### config.mk
export PLATFORM = sky130hd
export DESIGN_NAME = picoblaze_irq_ctrl_flat
export DESIGN_NICKNAME = d
export VERILOG_FILES = /design/src/rtl/picoblaze_irq_ctrl_if.sv /design/src/rtl/picoblaze_irq_ctrl.sv /design/src/flat_wrapper.sv
export SDC_FILE = /design/constraint.sdc
export NUM_CORES = 1
export LEC_CHECK = 0
export ABC_CLOCK_PERIOD_IN_PS = 2900
export CAP_MARGIN = 20
export CORE_MARGIN = 8
export CORE_UTILIZATION = 30
export CTS_CLUSTER_SIZE = 30
export DETAILED_ROUTE_END_ITERATION = 10
export PLACE_DENSITY = 0.48
export SLEW_MARGIN = 10
export SYNTH_ARGS = -nofsm -noshare
export SYNTH_HDL_FRONTEND = slang
export SYNTH_SLANG_ARGS = --single-unit
### constraint.sdc
create_clock -name clk -period 2.9 [get_ports clk]
set_input_delay 0.58 -clock clk [delete_from_list [all_inputs] [get_ports clk]]
set_output_delay 0.58 -clock clk [all_outputs]
set_load 0.01 [all_outputs]
### src/rtl/picoblaze_irq_ctrl_if.sv
// picoblaze_irq_ctrl_if
//   Bundles the KCPSM3 I/O port bus, the interrupt handshake and the
//   peripheral interrupt sources of picoblaze_irq_ctrl.
//   master : processor/peripheral side (drives port bus, ack, sources)
//   slave  : the interrupt controller
//   Signals:
//     irq_src[N_SRC]  peripheral interrupt sources (async, rising-edge)
//     port_id[8]      KCPSM3 port address
//     write_strobe    KCPSM3 output strobe
//     out_port[8]     KCPSM3 output data
//     in_port[8]      register read data (registered)
//     in_sel          previous-cycle port_id hit the register window
//     interrupt       to KCPSM3 interrupt input
//     interrupt_ack   from KCPSM3, 1-cycle pulse
interface picoblaze_irq_ctrl_if #(
  parameter int unsigned N_SRC = 8
);
  logic [N_SRC-1:0] irq_src;
  logic [7:0]       port_id;
  logic             write_strobe;
  logic [7:0]       out_port;
  logic [7:0]       in_port;
  logic             in_sel;
  logic             interrupt;
  logic             interrupt_ack;

  modport master (
    output irq_src, port_id, write_strobe, out_port, interrupt_ack,
    input  in_port, in_sel, interrupt
  );

  modport slave (
    input  irq_src, port_id, write_strobe, out_port, interrupt_ack,
    output in_port, in_sel, interrupt
  );
endinterface

### src/rtl/picoblaze_irq_ctrl.sv
// picoblaze_irq_ctrl
//   Interrupt controller for KCPSM3. Rising edges on irq_src are synchronised
//   and latched into PEND; enabled requests are arbitrated by fixed priority
//   (bit 0 highest) and presented on the single interrupt line, with an
//   assert / acknowledge / in-service handshake.
//   Register window at BASE_PORT (8 ports):
//     +0 MASK R/W, +1 PEND R, +2 CLEAR W1C, +3 VEC R, +4 CTRL R/W (bit0 GEN),
//     +5 LOST (only with IRQ_LOST_COUNT_EN defined), +6/+7 read 0.
//   Ports:
//     clk    system clock (posedge)
//     reset  asynchronous active-high reset
//     bus    picoblaze_irq_ctrl_if.slave (port bus, irq sources, handshake)
//   Build option: define IRQ_LOST_COUNT_EN for the saturating LOST counter.
module picoblaze_irq_ctrl #(
  parameter int unsigned N_SRC     = 8,
  parameter logic [7:0]  BASE_PORT = 8'hF0
) (
  input  logic                  clk,
  input  logic                  reset,
  picoblaze_irq_ctrl_if.slave   bus
);

  typedef enum logic [1:0] {
    S_IDLE,
    S_ASSERT,
    S_INSERV
  } state_t;

  logic [N_SRC-1:0] r_sync1, r_sync2, r_prev;
  logic [N_SRC-1:0] r_pend, r_mask;
  logic             r_gen;
  state_t           r_state;
  logic [2:0]       r_vec;
  logic             r_int;
  logic [7:0]       r_in_port;
  logic             r_in_sel;

  logic             w_win, w_wr;
  logic [2:0]       w_off;
  logic [N_SRC-1:0] w_rise, w_clr, w_req;
  logic [7:0]       w_req8, w_pend8, w_mask8;
  logic [2:0]       w_vec;
  logic             w_found;
  logic             w_withdraw;
  logic [7:0]       w_lost;
  logic [7:0]       w_rd;

  assign w_win   = (bus.port_id[7:3] == BASE_PORT[7:3]);
  assign w_wr    = bus.write_strobe & w_win;
  assign w_off   = bus.port_id[2:0];
  assign w_rise  = r_sync2 & ~r_prev;
  assign w_clr   = (w_wr && (w_off == 3'd2)) ? bus.out_port[N_SRC-1:0] : '0;
  assign w_req   = r_pend & r_mask & {N_SRC{r_gen}};
  assign w_req8  = 8'(w_req);
  assign w_pend8 = 8'(r_pend);
  assign w_mask8 = 8'(r_mask);

  // Lowest set index wins.
  always_comb begin
    w_vec   = '0;
    w_found = 1'b0;
    for (int unsigned i = 0; i < 8; i++) begin
      if (w_req8[i] && !w_found) begin
        w_vec   = 3'(i);
        w_found = 1'b1;
      end
    end
  end

  assign w_withdraw = !w_pend8[r_vec] || !w_mask8[r_vec] || !r_gen;

  // Synchroniser, edge detect, pending and software registers.
  always_ff @(posedge clk or posedge reset) begin
    if (reset) begin
      r_sync1 <= '0;
      r_sync2 <= '0;
      r_prev  <= '0;
      r_pend  <= '0;
      r_mask  <= '0;
      r_gen   <= 1'b0;
    end else begin
      r_sync1 <= bus.irq_src;
      r_sync2 <= r_sync1;
      r_prev  <= r_sync2;
      // A new edge overrides a simultaneous software clear.
      r_pend  <= (r_pend & ~w_clr) | w_rise;
      if (w_wr && (w_off == 3'd0)) r_mask <= bus.out_port[N_SRC-1:0];
      if (w_wr && (w_off == 3'd4)) r_gen  <= bus.out_port[0];
    end
  end

`ifdef IRQ_LOST_COUNT_EN
  logic [7:0] r_lost;
  logic       w_lost_inc;

  assign w_lost_inc = |(w_rise & r_pend & ~w_clr);

  always_ff @(posedge clk or posedge reset) begin
    if (reset) begin
      r_lost <= '0;
    end else if (w_wr && (w_off == 3'd5)) begin
      r_lost <= '0;
    end else if (w_lost_inc && (r_lost != 8'hFF)) begin
      r_lost <= r_lost + 8'd1;
    end
  end

  assign w_lost = r_lost;
`else
  assign w_lost = '0;
`endif

  // Interrupt handshake FSM.
  always_ff @(posedge clk or posedge reset) begin
    if (reset) begin
      r_state <= S_IDLE;
      r_vec   <= '0;
      r_int   <= 1'b0;
    end else begin
      case (r_state)
        S_IDLE: begin
          if (w_found) begin
            r_vec   <= w_vec;
            r_int   <= 1'b1;
            r_state <= S_ASSERT;
          end
        end
        S_ASSERT: begin
          if (bus.interrupt_ack) begin
            r_int   <= 1'b0;
            r_state <= S_INSERV;
          end else if (w_withdraw) begin
            r_int   <= 1'b0;
            r_state <= S_IDLE;
          end
        end
        S_INSERV: begin
          r_int <= 1'b0;
          if (!w_pend8[r_vec]) r_state <= S_IDLE;
        end
        default: begin
          r_int   <= 1'b0;
          r_state <= S_IDLE;
        end
      endcase
    end
  end

  // Read mux.
  always_comb begin
    w_rd = '0;
    if (w_win) begin
      case (w_off)
        3'd0:    w_rd = w_mask8;
        3'd1:    w_rd = w_pend8;
        3'd3:    w_rd = {(r_state == S_INSERV), 4'b0000, r_vec};
        3'd4:    w_rd = {7'b0000000, r_gen};
        3'd5:    w_rd = w_lost;
        default: w_rd = '0;
      endcase
    end
  end

  always_ff @(posedge clk or posedge reset) begin
    if (reset) begin
      r_in_port <= '0;
      r_in_sel  <= 1'b0;
    end else begin
      r_in_port <= w_rd;
      r_in_sel  <= w_win;
    end
  end

  assign bus.in_port   = r_in_port;
  assign bus.in_sel    = r_in_sel;
  assign bus.interrupt = r_int;

endmodule
### src/flat_wrapper.sv
// flat-port wrapper written by rule: the top's interface ports become plain ports
module picoblaze_irq_ctrl_flat 
#(
  parameter int unsigned N_SRC     = 8,
  parameter logic [7:0]  BASE_PORT = 8'hF0
)
  (clk, reset, bus_irq_src, bus_port_id, bus_write_strobe, bus_out_port, bus_interrupt_ack, bus_in_port, bus_in_sel, bus_interrupt);
  picoblaze_irq_ctrl_if #(.N_SRC(N_SRC)) bus_i ();
  input  logic clk;
  input  logic reset;
  input wire logic [$bits(bus_i.irq_src)-1:0] bus_irq_src;
  input wire logic [$bits(bus_i.port_id)-1:0] bus_port_id;
  input wire logic [$bits(bus_i.write_strobe)-1:0] bus_write_strobe;
  input wire logic [$bits(bus_i.out_port)-1:0] bus_out_port;
  input wire logic [$bits(bus_i.interrupt_ack)-1:0] bus_interrupt_ack;
  output wire logic [$bits(bus_i.in_port)-1:0] bus_in_port;
  output wire logic [$bits(bus_i.in_sel)-1:0] bus_in_sel;
  output wire logic [$bits(bus_i.interrupt)-1:0] bus_interrupt;
  assign bus_i.irq_src = bus_irq_src;
  assign bus_i.port_id = bus_port_id;
  assign bus_i.write_strobe = bus_write_strobe;
  assign bus_i.out_port = bus_out_port;
  assign bus_i.interrupt_ack = bus_interrupt_ack;
  assign bus_in_port = bus_i.in_port;
  assign bus_in_sel = bus_i.in_sel;
  assign bus_interrupt = bus_i.interrupt;
  picoblaze_irq_ctrl #(.N_SRC(N_SRC), .BASE_PORT(BASE_PORT)) u_core (.clk(clk), .reset(reset), .bus(bus_i));
endmodule
==> flow_summary.yaml <==
hold_path:
  holdPathStages: 0
  hp-class: "reg -> reg"
global_routing:
  grt_use_total: 0.0985
  grt_overflow: 0
  antenna_found_initial: 0
  grt_pass1_vias: 1465
  grt_pass1_wl_um: 7890
  grt_max_degree: 30
clocking:
  post_cts_buffers: 0
  clock_path_buffers: 2
  clk_root_buffer_cell: "clkbuf_8"
  cts_buffers: 5
  worstSkewPairLatency_ns: 0.31
  postCtsHoldBufs: 0
  cts_tree: "built"
  cts_sinks: 56
  cts-resized-gates: 0
  clk_pin_slew_ns: 0.10
  cts_max_level: 2
worst_setup_path:
  endpoint_kind: "register"
  ff2ff_path_depth: 4
  path_buf_inv: 1
  rrSetupSlack_ns: 1.11
  path_class: "in -> reg"
  start_kind: "input pin"
  cp_top_family: "simple AND/OR/NAND/NOR gates"
  setup.worst_path.end: "u_core.r_mask[2]"
  required_ns: 3.10
  cp.depth: 5
  cp-startpoint: "bus_port_id[6]"
  regToRegStartpoint: "u_core.r_pend[3]"
  slowest_delay_ns: 0.50
  critical_path.cell_chain: "clkdlybuf4s50_1 > nand4b_4 > or3_1 > nor2b_4 > mux2_4"
  regToRegEndpoint: "u_core.r_vec[0]"
  worstPathArrival_ns: 2.42
  crit_slowest_cell: "clkdlybuf4s50_1"
  crit_path_max_fanout: 8
yosys:
  syn_inst: 167
  yosysSeqAreaShare: 0.612
  syn-num-nets: 195
  synth_area_per_cell_um2: 13.7
  ys_warn_count: 0
  ys_top_cells_by_area: "dfrtp_1 (61%), mux2_4 (5.2%), mux4_2 (3.9%), mux2i_1 (3.5%), a22o_1 (3.1%)"
  synth.top_cell.area_share: 0.612
  ys_types: 33
  async_flop_share: 1.00
  ys.flop_type: "dfrtp_1"
  syn_area_um2: 2290
  synth-edff-count: 0
  ys_seq_elements: 56
  yosysTopAreaCell: "dfrtp_1"
floorplanning:
  initial_core_util: 0.302
  io-pin-count: 38
  die-area_um2: 10700
  rows: 32
  die_w_um: 103
  core_um2: 7570
  chipHeight_um: 103
final_layout:
  fin_cells: 313
  utilization: 0.382
  area_growth_syn_to_layout_pct: 26.4
  nNetsFinal: 238
  drive_above_1_share: 0.152
  multiInputGateArea_um2: 801
  nFillCells: 721
  seq_area_um2: 1400
  n_antenna_cell: 0
  fin_area_um2: 2890
sta:
  fin_ws_ns: 0.686
  rsz0062_at_grt: "no"
  post-route-period-util: 0.763
  setup_viol: 0
  period_needed_ns: 2.21
  whs_ns: 0.355
  hold_viol: 0
  drv_slew: 0
  max_freq_mhz: 452
  fin_skew_ns: 0.00873
  setup_tns_ns: 0
  max_slew_margin: 0.585
  worst_pin_slew_ns: 0.618
power:
  sequentialPowerShare: 0.556
  leakage_nw: 1.23
  power.density_nw_per_um2: 533
  peakVddDrop_mv: 0.297
  total_power_mw: 1.54
  p_comb_frac: 0.109
  p_clk_frac: 0.335
  p_int_mw: 1.17
  p_sw_frac: 0.239
  p_sw_uw: 368
drt:
  vias: 1471
  wl_per_cell_um: 15.5
  ant_nets: 0
  drc: 0
  first_pass_iters: 4
  avgViaCountPerCell: 4.70
  drtIter0Drc: 91
  wl_um: 4840
placement:
  io_buffers: 37
  place_area_um2: 2780
  dp_hpwl_um: 3580
  globalplace.congestion: 0.819
  dpl_worst_slack_ns: 0.366
  dp.cells: 305
job:
  max_cap_viol_count: 0
outcome:
  status: "finished clean"
cells by family after synthesis:
group	after synthesis	synth area share
DFF	56	0.612
and+or+nand+nor	38	0.0951
AOI/OAI and AO/OA	32	0.103
muxes	25	0.151
buffers and inverters	16	0.0377
cells in the final DEF (no fill, tap or decap), types with 4 or more instances in the layout:
cell	count
a22o_1	8
nand2_1	16
a22oi_1	6
mux2_2	5
mux4_2	4
clkbuf_8	5
mux2i_1	8
inv_1	11
nor2_1	7
nor3_1	5
a21oi_1	6
dfrtp_1	56
mux2_4	8
clkdlybuf4s50_1	37
metal layers:
| metal | part of all wire | up-vias | track usage |
|---|---|---|---|
| met5 | 0 | - | 0 |
| met4 | 0.0095 | 0 | 0.0300 |
| met3 | 0.066 | 5 | 0.0295 |
| met2 | 0.49 | 54 | 0.157 |
| met1 | 0.44 | 725 | 0.125 |
| li1 | - | 687 | - |
state kept, by name, indices dropped and copies added (netlist names):
register,flops
u_core.r_state,2
u_core.r_prev,8
u_core.r_gen,1
u_core.bus.in_port,8
u_core.r_mask,8
u_core.r_pend,8
u_core.r_sync1,8
u_core.r_vec,3
u_core.r_sync2,8
u_core.bus.interrupt,1
u_core.bus.in_sel,1
cell type report:
cell class                 instances  area share
sequential                        56       0.485
multi-input combinational         95       0.277
timing repair buffer              40       0.140
tap                              102      0.0441
clock buffer                       5      0.0238
inverter                          12      0.0156
clock inverter                     3      0.0147
cells in the mapped netlist, drive strengths merged (2+ instances only):
master   n
dfrtp   56
nand2   16
mux2    13
inv     12
a22o     8
mux2i    8
nor2     7
a21oi    6
a22oi    6
nor3     5
buf      4
mux4     4
a32oi    2
nand3    2
o21ai    2
o32ai    2
power groups by stage:
stage | clock [mW] | sequential [mW] | combinational, mW
CTS | 0.534 | 0.858 | 0.172
finish | 0.516 | 0.858 | 0.168
detailed placement | 0 | 0.874 | 0.172
global placement | 0 | 0.874 | 0.170
global route | 0.561 | 0.864 | 0.184
floorplan | 0 | 0.865 | 0.0922
worst min path at each step:
stage,startpoint,endpoint,slack (ns)
floorplan,u_core.r_sync1[0],u_core.r_sync2[0],0.33
global placement,u_core.r_sync1[7],u_core.r_sync2[7],0.33
detailed placement,u_core.r_sync1[7],u_core.r_sync2[7],0.34
CTS,u_core.r_sync1[7],u_core.r_sync2[7],0.36
global route,u_core.r_sync1[5],u_core.r_sync2[5],0.37
finish,u_core.r_sync1[7],u_core.r_sync2[7],0.35
(Power assumes the default switching activity.)
